### src/rtl/qec_stage_controller_pkg.sv
// Shared stage encodings for the decoder sequencer and the processing-unit array.
// The PU array decodes global_stage using exactly these values.
package qec_stage_controller_pkg;

  localparam int STAGE_WIDTH = 3;

  typedef enum logic [STAGE_WIDTH-1:0] {
    STAGE_IDLE                  = 3'd0,
    STAGE_MEASUREMENT_PREPARING = 3'd1,
    STAGE_MEASUREMENT_LOADING   = 3'd2,
    STAGE_GROW                  = 3'd3,
    STAGE_MERGE                 = 3'd4,
    STAGE_PEELING               = 3'd5,
    STAGE_RESULT_VALID          = 3'd6,
    STAGE_ERASURE_LOADING       = 3'd7
  } stage_e;

  // Stages whose length is set by the PU array settling rather than a fixed count
  function automatic logic is_settle_stage(input logic [STAGE_WIDTH-1:0] stage);
    return (stage == STAGE_MERGE) || (stage == STAGE_PEELING);
  endfunction

endpackage

### src/rtl/qec_stage_controller_convergence_detector.sv
// Reduces per-PU busy/odd flags and decides when a MERGE/PEELING phase has settled.
// converged is combinational so the sequencer can leave the phase in the same cycle.
module qec_stage_controller_convergence_detector
  import qec_stage_controller_pkg::*;
#(
  parameter int PU_COUNT     = 64,
  parameter int QUIET_CYCLES = 2,
  parameter int PIPE_DELAY   = 3
) (
  input  logic                   clk,
  input  logic                   reset,
  input  logic [STAGE_WIDTH-1:0] stage,
  input  logic [PU_COUNT-1:0]    busy_in,
  input  logic [PU_COUNT-1:0]    odd_in,
  output logic                   converged,
  output logic                   odd_any_r
);

  localparam int CNT_WIDTH = 8;

  logic                   busy_any_r;
  logic [STAGE_WIDTH-1:0] stage_prev_r;
  logic [CNT_WIDTH-1:0]   stage_cnt_r;
  logic [CNT_WIDTH-1:0]   quiet_cnt_r;
  logic                   stage_change_s;
  logic [CNT_WIDTH-1:0]   stage_cnt_s;
  logic [CNT_WIDTH-1:0]   quiet_next_s;

  // Stage age and quiet-window bookkeeping; flags are stale until PIPE_DELAY cycles in
  always_comb begin
    stage_change_s = (stage != stage_prev_r);
    stage_cnt_s    = stage_change_s ? {CNT_WIDTH{1'b0}} : stage_cnt_r;
    quiet_next_s   = {CNT_WIDTH{1'b0}};
    if (!is_settle_stage(stage) || stage_change_s ||
        (stage_cnt_s < CNT_WIDTH'(PIPE_DELAY))) begin
      quiet_next_s = {CNT_WIDTH{1'b0}};
    end else if (busy_any_r) begin
      quiet_next_s = {CNT_WIDTH{1'b0}};
    end else if (quiet_cnt_r < CNT_WIDTH'(QUIET_CYCLES)) begin
      quiet_next_s = quiet_cnt_r + CNT_WIDTH'(1);
    end else begin
      quiet_next_s = quiet_cnt_r;
    end
    converged = is_settle_stage(stage) && (quiet_next_s == CNT_WIDTH'(QUIET_CYCLES));
  end

  // Registered reductions and counters
  always_ff @(posedge clk) begin
    if (reset) begin
      busy_any_r   <= 1'b0;
      odd_any_r    <= 1'b0;
      stage_prev_r <= STAGE_IDLE;
      stage_cnt_r  <= {CNT_WIDTH{1'b0}};
      quiet_cnt_r  <= {CNT_WIDTH{1'b0}};
    end else begin
      busy_any_r   <= |busy_in;
      odd_any_r    <= |odd_in;
      stage_prev_r <= stage;
      stage_cnt_r  <= (stage_cnt_s == {CNT_WIDTH{1'b1}}) ? stage_cnt_s
                                                          : stage_cnt_s + CNT_WIDTH'(1);
      quiet_cnt_r  <= quiet_next_s;
    end
  end

endmodule

### src/rtl/qec_stage_controller.sv
// Global union-find decoder sequencer: drives global_stage, runs grow/merge iterations
// until no odd clusters remain, then peeling, and hands the round result to the host.
module qec_stage_controller
  import qec_stage_controller_pkg::*;
#(
  parameter int PU_COUNT       = 64,
  parameter int QUIET_CYCLES   = 2,
  parameter int PIPE_DELAY     = 3,
  parameter int MAX_ITERATIONS = 31,
  parameter int ITER_WIDTH     = 5,
  parameter int CYCLE_WIDTH    = 16
) (
  input  logic                   clk,
  input  logic                   reset,
  input  logic                   new_round_start,
  input  logic                   result_ready,
  input  logic [PU_COUNT-1:0]    busy_in,
  input  logic [PU_COUNT-1:0]    odd_in,
  output logic [STAGE_WIDTH-1:0] global_stage,
  output logic                   result_valid,
  output logic [ITER_WIDTH-1:0]  iteration_count,
  output logic [CYCLE_WIDTH-1:0] cycle_count,
  output logic                   overflow
);

  stage_e state_r;
  logic   converged;
  logic   odd_any_r;

  assign global_stage = state_r;

  qec_stage_controller_convergence_detector #(
    .PU_COUNT     (PU_COUNT),
    .QUIET_CYCLES (QUIET_CYCLES),
    .PIPE_DELAY   (PIPE_DELAY)
  ) u_convergence_detector (
    .clk       (clk),
    .reset     (reset),
    .stage     (state_r),
    .busy_in   (busy_in),
    .odd_in    (odd_in),
    .converged (converged),
    .odd_any_r (odd_any_r)
  );

  // Phase sequencer with round statistics
  always_ff @(posedge clk) begin
    if (reset) begin
      state_r         <= STAGE_IDLE;
      result_valid    <= 1'b0;
      iteration_count <= {ITER_WIDTH{1'b0}};
      cycle_count     <= {CYCLE_WIDTH{1'b0}};
      overflow        <= 1'b0;
    end else begin
      if ((state_r != STAGE_IDLE) && (state_r != STAGE_RESULT_VALID) &&
          (cycle_count != {CYCLE_WIDTH{1'b1}})) begin
        cycle_count <= cycle_count + CYCLE_WIDTH'(1);
      end
      case (state_r)
        STAGE_IDLE: begin
          iteration_count <= {ITER_WIDTH{1'b0}};
          cycle_count     <= {CYCLE_WIDTH{1'b0}};
          overflow        <= 1'b0;
          if (new_round_start) begin
            state_r <= STAGE_MEASUREMENT_PREPARING;
          end
        end
        STAGE_MEASUREMENT_PREPARING: state_r <= STAGE_MEASUREMENT_LOADING;
        STAGE_MEASUREMENT_LOADING:   state_r <= STAGE_MERGE;
        STAGE_GROW:                  state_r <= STAGE_MERGE;
        STAGE_MERGE: begin
          if (converged) begin
            if (!odd_any_r) begin
              state_r <= STAGE_PEELING;
            end else if (iteration_count < ITER_WIDTH'(MAX_ITERATIONS)) begin
              state_r         <= STAGE_GROW;
              iteration_count <= iteration_count + ITER_WIDTH'(1);
            end else begin
              // Iteration budget exhausted: report without peeling
              overflow     <= 1'b1;
              state_r      <= STAGE_RESULT_VALID;
              result_valid <= 1'b1;
            end
          end
        end
        STAGE_PEELING: begin
          if (converged) begin
            state_r      <= STAGE_RESULT_VALID;
            result_valid <= 1'b1;
          end
        end
        STAGE_RESULT_VALID: begin
          if (result_ready) begin
            state_r      <= STAGE_IDLE;
            result_valid <= 1'b0;
          end
        end
        default: begin
          state_r      <= STAGE_IDLE;
          result_valid <= 1'b0;
        end
      endcase
    end
  end

endmodule

### config.mk
export PLATFORM = sky130hd
export DESIGN_NAME = qec_stage_controller
export DESIGN_NICKNAME = d
export VERILOG_FILES = /design/src/rtl/qec_stage_controller_pkg.sv /design/src/rtl/qec_stage_controller_convergence_detector.sv /design/src/rtl/qec_stage_controller.sv
export SDC_FILE = /design/constraint.sdc
export NUM_CORES = 1
export LEC_CHECK = 0
export BUFFER_PORTS_ARGS = -buffer_cell sky130_fd_sc_hd__buf_2
export CAP_MARGIN = 20
export CORE_ASPECT_RATIO = 1.4
export CORE_UTILIZATION = 40
export CTS_CLUSTER_SIZE = 20
export DETAILED_ROUTE_END_ITERATION = 12
export MAX_ROUTING_LAYER = met4
export PLACE_DENSITY = 0.72
export SETUP_SLACK_MARGIN = 0.3
export SYNTH_ARGS = -nofsm -noshare
export SYNTH_HDL_FRONTEND = slang
export SYNTH_HIERARCHICAL = 1
export SYNTH_SLANG_ARGS = --single-unit
### constraint.sdc
create_clock -name clk -period 5.4 [get_ports clk]
set_input_delay 0.27 -clock clk [delete_from_list [all_inputs] [get_ports clk]]
set_output_delay 0.27 -clock clk [all_outputs]
set_load 0.01 [all_outputs]
---- Word-level counts from Yosys, hierarchy flattened ----
Cells that the tools add are included.
operators by class
  add/subtract/negate cells ............... 4
  order comparisons ....................... 3
  equality and inequality tests ........... 18
  muxes and demuxes ....................... 23
  bitwise operators ....................... 1
  reductions and logical operators ........ 19
operators with widths
  cell                     number
  $reduce_or A64 Y1        2
  $mux W8                  5
  $mux W3                  6
  $pmux W3 S6              1
  $add A16 B1 Y16 const B  1
  $add A8 B1 Y8 const B    2
  $lt A8 B2 Y1 const B     2
  $ne A16 B16 Y1 const B   1
  $mux W5                  3
  $ne A2 B2 Y1 const B     6
  $reduce_and A4 Y1        3
  $pmux W5 S2              1
  $eq A3 B3 Y1 const B     3
  $eq A8 B2 Y1 const B     1
  $eq A8 B8 Y1 const B     1
  $eq A3 B2 Y1 const B     2
  $reduce_and A6 Y1        1
  $add A5 B1 Y5 const B    1
  $lt A5 B5 Y1 const B     1
  $mux W1                  5
  $pmux W1 S4              1
  $reduce_or A2 Y1         2
  $reduce_or A4 Y1         1
  $eq A3 B1 Y1 const B     1
  other kinds (11)         15
storage, ports and cells
  flip-flop bits (word level) ............. 47
  input bits .............................. 132
  output and inout port bits .............. 26

---- Logic depth before layout (Yosys ltp) ----
  depth in word-level cells ............... 10
  gate-level depth with buffers ........... 11

---- By module ----
Netlist, hierarchy kept.
modules (own cells, without submodules)
  module                                     times used  cells an instance  area each (sq um)  seq. area each (sq um)
  qec_stage_controller                       1           170                1400.1             520.5
  qec_stage_controller_convergence_detector  1           133                1152.4             420.4

---- Worst setup path before layout ----
Ideal clock, no wire load.
  path kind ............................... register to register
  from .................................... register state_r[2], in the netlist global_stage[2]
  to ...................................... register iteration_count[4]
  library setup time ...................... 70 ps
  arrival ................................. 2580 ps
  data required time ...................... 5330 ps
  setup slack ............................. 2750 ps
  stages on the path, launching flop included .. 12
  path buffers ............................ 0
  clock period less this slack ............ 2650 ps
  cell sequence ........................... dfxtp_1 > xnor2_1 > and3_1 > and2_1 > ha_1 > nor4_1 > a2111oi_2 > and4_2 > a21bo_2 > o2111ai_1 > or3_1 > a21oi_1
between the ends
  word-level cells in the longest chain between the ends .. 10
  elaborated cells between the ends (all ways) .. 19
  those cells by class .................... order compare: 1; eq/ne: 7; mux: 3; reduce/logical: 8
ends and longest elaborated chain
  item                                                  line                                             RTL
  start: declaration                                    qec_stage_controller.sv:26                       stage_e state_r;
  start signal: assignment                              qec_stage_controller.sv:49                       state_r <= STAGE_IDLE;
  start signal: assignment                              qec_stage_controller.sv:65                       state_r <= STAGE_MEASUREMENT_PREPARING;
  start signal: assignment                              qec_stage_controller.sv:68                       STAGE_MEASUREMENT_PREPARING: state_r <= STAGE_MEASUREMENT_LOADING;
  branches (longest 7 deep; another with $lt A8 B2 Y1)  -
  $logic_and A1 B1 Y1 (*)                               qec_stage_controller_convergence_detector.sv:44  converged = is_settle_stage(stage) && (quiet_next_s == CNT_WIDTH'(QUIET_CYCLES));
  named net converged                                   qec_stage_controller.sv:27                       logic converged;
  $ne A2 B2 Y1 (no line) (*)                            -
  $reduce_and A4 Y1 (no line) (*)                       -
  end signal: assignment                                qec_stage_controller.sv:51                       iteration_count <= {ITER_WIDTH{1'b0}};
  end signal: assignment                                qec_stage_controller.sv:61                       iteration_count <= {ITER_WIDTH{1'b0}};
  end signal: assignment                                qec_stage_controller.sv:77                       iteration_count <= iteration_count + ITER_WIDTH'(1);
  end: declaration                                      qec_stage_controller.sv:21                       output logic [ITER_WIDTH-1:0] iteration_count,
Mark *: on every way through the listed nets, which the timed path passes.
A chain may end at the register's enable or synchronous reset.

---- Final worst setup path ----
  from .................................... register state_r[1], in the netlist global_stage[1]
  to ...................................... register iteration_count[4]
The elaborated chain is that of the path after synthesis.

==> impl_metrics.env <==
export IMPL_fin_tns_setup_ns=0
export IMPL_route_detailed_drc=0
export IMPL_synth_top_area_cell="dfxtp_1"
export IMPL_worst_path_max_delay_cell="dfxtp_1"
export IMPL_synth_area_um2=2550
export IMPL_cts_resized=0
export IMPL_async_reset_ff_frac=0
export IMPL_ys_ff_latch=47
export IMPL_clkTransAtPathRegs_ns=0.09
export IMPL_synth_edf_count=0
export IMPL_cts_root_buf="clkbuf_8"
export IMPL_first_global_vias=2477
export IMPL_dp_hpwl_mm=6.18
export IMPL_antenna_found_initial=0
export IMPL_finalCritPeriodShare=0.580
export IMPL_io_buffers=157
export IMPL_p_leak_uw=0.00143
export IMPL_rr_endpoint="iteration_count[4]"
export IMPL_setup_violations_final=0
export IMPL_synth_distinct_cells=54
export IMPL_final_nets=594
export IMPL_fin_skew_ns=0.00616
export IMPL_gr_total_overflow=0
export IMPL_seq_area_frac_synth=0.369
export IMPL_min_period_ns=3.13
export IMPL_hold_path_class="primary input to register"
export IMPL_hold_end="u_convergence_detector/odd_any_r"
export IMPL_antenna_cells=0
export IMPL_rr_startpoint="global_stage[1]"
export IMPL_maxCapViolCount=0
export IMPL_crit_family="simple AND/OR/NAND/NOR gates"
export IMPL_postCtsSetupBuffers=0
export IMPL_yosys_warnings=6
export IMPL_grt_usage=0.224
export IMPL_via_per_inst=5.63
export IMPL_htree_levels=2
export IMPL_worstPathCellList="xnor2_1, and3_1, and2_1, ha_1, nor4_1, a2111oi_2, and4_2, a21bo_2, o2111ai_1, or3_1, a21oi_1"
export IMPL_path_buf_inv=0
export IMPL_synth_top_area_share=0.369
export IMPL_syn_instance_count=303
export IMPL_rsz0062_at_grt="false"
export IMPL_grt_pass1_wl_mm=11.6
export IMPL_firstDrtPassIters=4
export IMPL_power_total_uw=811
export IMPL_drt_iter0_drc=146
export IMPL_drive_above_1_share=0.381
export IMPL_grt_max_degree=24
export IMPL_synth_area_leaders="dfxtp_1 (37%), nor4_1 (9.1%), nand4_1 (4.4%)"
export IMPL_path_max_fanout=15
export IMPL_synth_ff_type="dfxtp_1"
export IMPL_n_fill_cell=559
export IMPL_syn_nets=439
export IMPL_ant_nets=0
export IMPL_synth_common_cells="dfxtp_1 (47), nor4_1 (37), a21oi_1 (18), nand4_1 (18), nor2_1 (18)"
export IMPL_power_density_nw_per_um2=232
export IMPL_vias=2989
export IMPL_reg2reg_slack_ns=2.27
export IMPL_hold_violations=0
export IMPL_crit_cells=11
export IMPL_cp_start_kind="register"
export IMPL_dieArea_um2=6710
export IMPL_utilization=0.567
export IMPL_cts_buffers=5
export IMPL_status="completed"
export IMPL_rows=34
export IMPL_max_stage_delay_ns=0.64
export IMPL_worst_pin_slew_ns=0.673
export IMPL_cp_arrival_ns=3.37
export IMPL_cts_tree="built"
export IMPL_reg2regPathDepth=11
export IMPL_start_util=0.414
export IMPL_area_growth_pct=37.0
export IMPL_vdd_drop_max_mv=0.112
export IMPL_end_kind="register"
export IMPL_synth_avg_cell_area_um2=8.42
export IMPL_die_width_um=69.5
export IMPL_path_class="register to register"
export IMPL_cts_sinks=47
export IMPL_cts_hold_buffers=0
export IMPL_clockBufferDepth=2
export IMPL_slew_headroom=0.551
export IMPL_required_ns=5.63
export IMPL_final_max_slew_viol_count=0
export IMPL_gp_congestion=0.814
export IMPL_avgRoutedWirePerCell_um=14.7
export IMPL_wirelength_mm=7.80
export IMPL_die_h_um=96.5
export IMPL_synth_most_common_cell="dfxtp_1"
export IMPL_hold_start="odd_in[12]"
export IMPL_timing_fmax_mhz=319
export IMPL_io_pins=158
export IMPL_clkLatencyLatePin_ns=0.31
export IMPL_hold_depth=5
export IMPL_coreArea_um2=6170
export IMPL_hold_ws_ns=0.296
## routing by layer
metal	routed length, um	global-route usage	part of all wire
met1	3690	0.316	0.47
met2	3550	0.336	0.46
met3	509	0.0384	0.065
met4	44	0.0493	0.0056
met5	0	-	0
## placed cells by master, fill, tap and decap left out, types with 5 or more instances in the layout
cell type / n
buf_2: 157
dfxtp_1: 47
nor4_1: 37
nand4_1: 18
a21oi_1: 18
nor2_1: 18
nand2_1: 17
nand3_1: 15
inv_1: 10
and2_1: 10
or3_1: 8
clkbuf_8: 7
o31ai_1: 6
nor3_1: 6
o21ai_0: 6
xnor2_1: 5
## cells by family (layout without fill, tap and decap cells)
kind of cell | Yosys count | in the layout | synth area share
buffers and inverters | 20 | 176 | 0.0304
and+or+nand+nor | 162 | 162 | 0.380
DFF | 47 | 47 | 0.369
AOI/OAI and AO/OA | 57 | 57 | 0.154
muxes | 4 | 4 | 0.0157
adders and majority gates | 4 | 4 | 0.0196
xor gates and xnor gates | 9 | 9 | 0.0309
## how the worst max path moves through the flow
stage | startpoint | endpoint | slack, ns
final | global_stage[1] | iteration_count[4] | 2.27
after global routing | global_stage[2] | result_valid | 1.89
after CTS | global_stage[2] | iteration_count[4] | 2.24
after detailed placement | global_stage[2] | iteration_count[4] | 2.27
after global placement | global_stage[2] | iteration_count[4] | 2.40
after floorplan | global_stage[2] | iteration_count[4] | 2.75
## where the power goes
part	internal [uW]	total (uW)	switching, uW
clock	117	236	119
combinational	82.4	191	108
sequential	360	384	23.7
## per-stage QoR
stage	instances	setup WS, ns	instance area (um2)
floorplan	303	2.75	2550
global placement	523	2.40	3400
detailed placement	523	2.27	3400
CTS	531	2.24	3500
global route	531	1.89	3500
finish	531	2.27	3500
## tightest hold or removal path: stages
cell,delay (ns)
buf_2,0.07
nor4_1,0.04
nand4_1,0.06
nor4_1,0.05
nor2_1,0.07
## area by class of cell
class / count / area [um2] / area share
multi-input combinational: 236 / 1530 / 0.439
timing repair buffer: 158 / 793 / 0.227
sequential: 47 / 941 / 0.269
inverter: 10 / 37.5 / 0.0107
tap: 72 / 90.1 / 0.0258
clock buffer: 8 / 100 / 0.0286
## registers in the layout, summed over array words and instances (netlist names)
register                             count
cycle_count                             16
u_convergence_detector/quiet_cnt_r       8
u_convergence_detector/stage_cnt_r       8
iteration_count                          5
global_stage                             3
u_convergence_detector/stage_prev_r      3
overflow                                 1
result_valid                             1
u_convergence_detector/busy_any_r        1
u_convergence_detector/odd_any_r         1
Note: power is estimated with default switching activity, not from simulation.
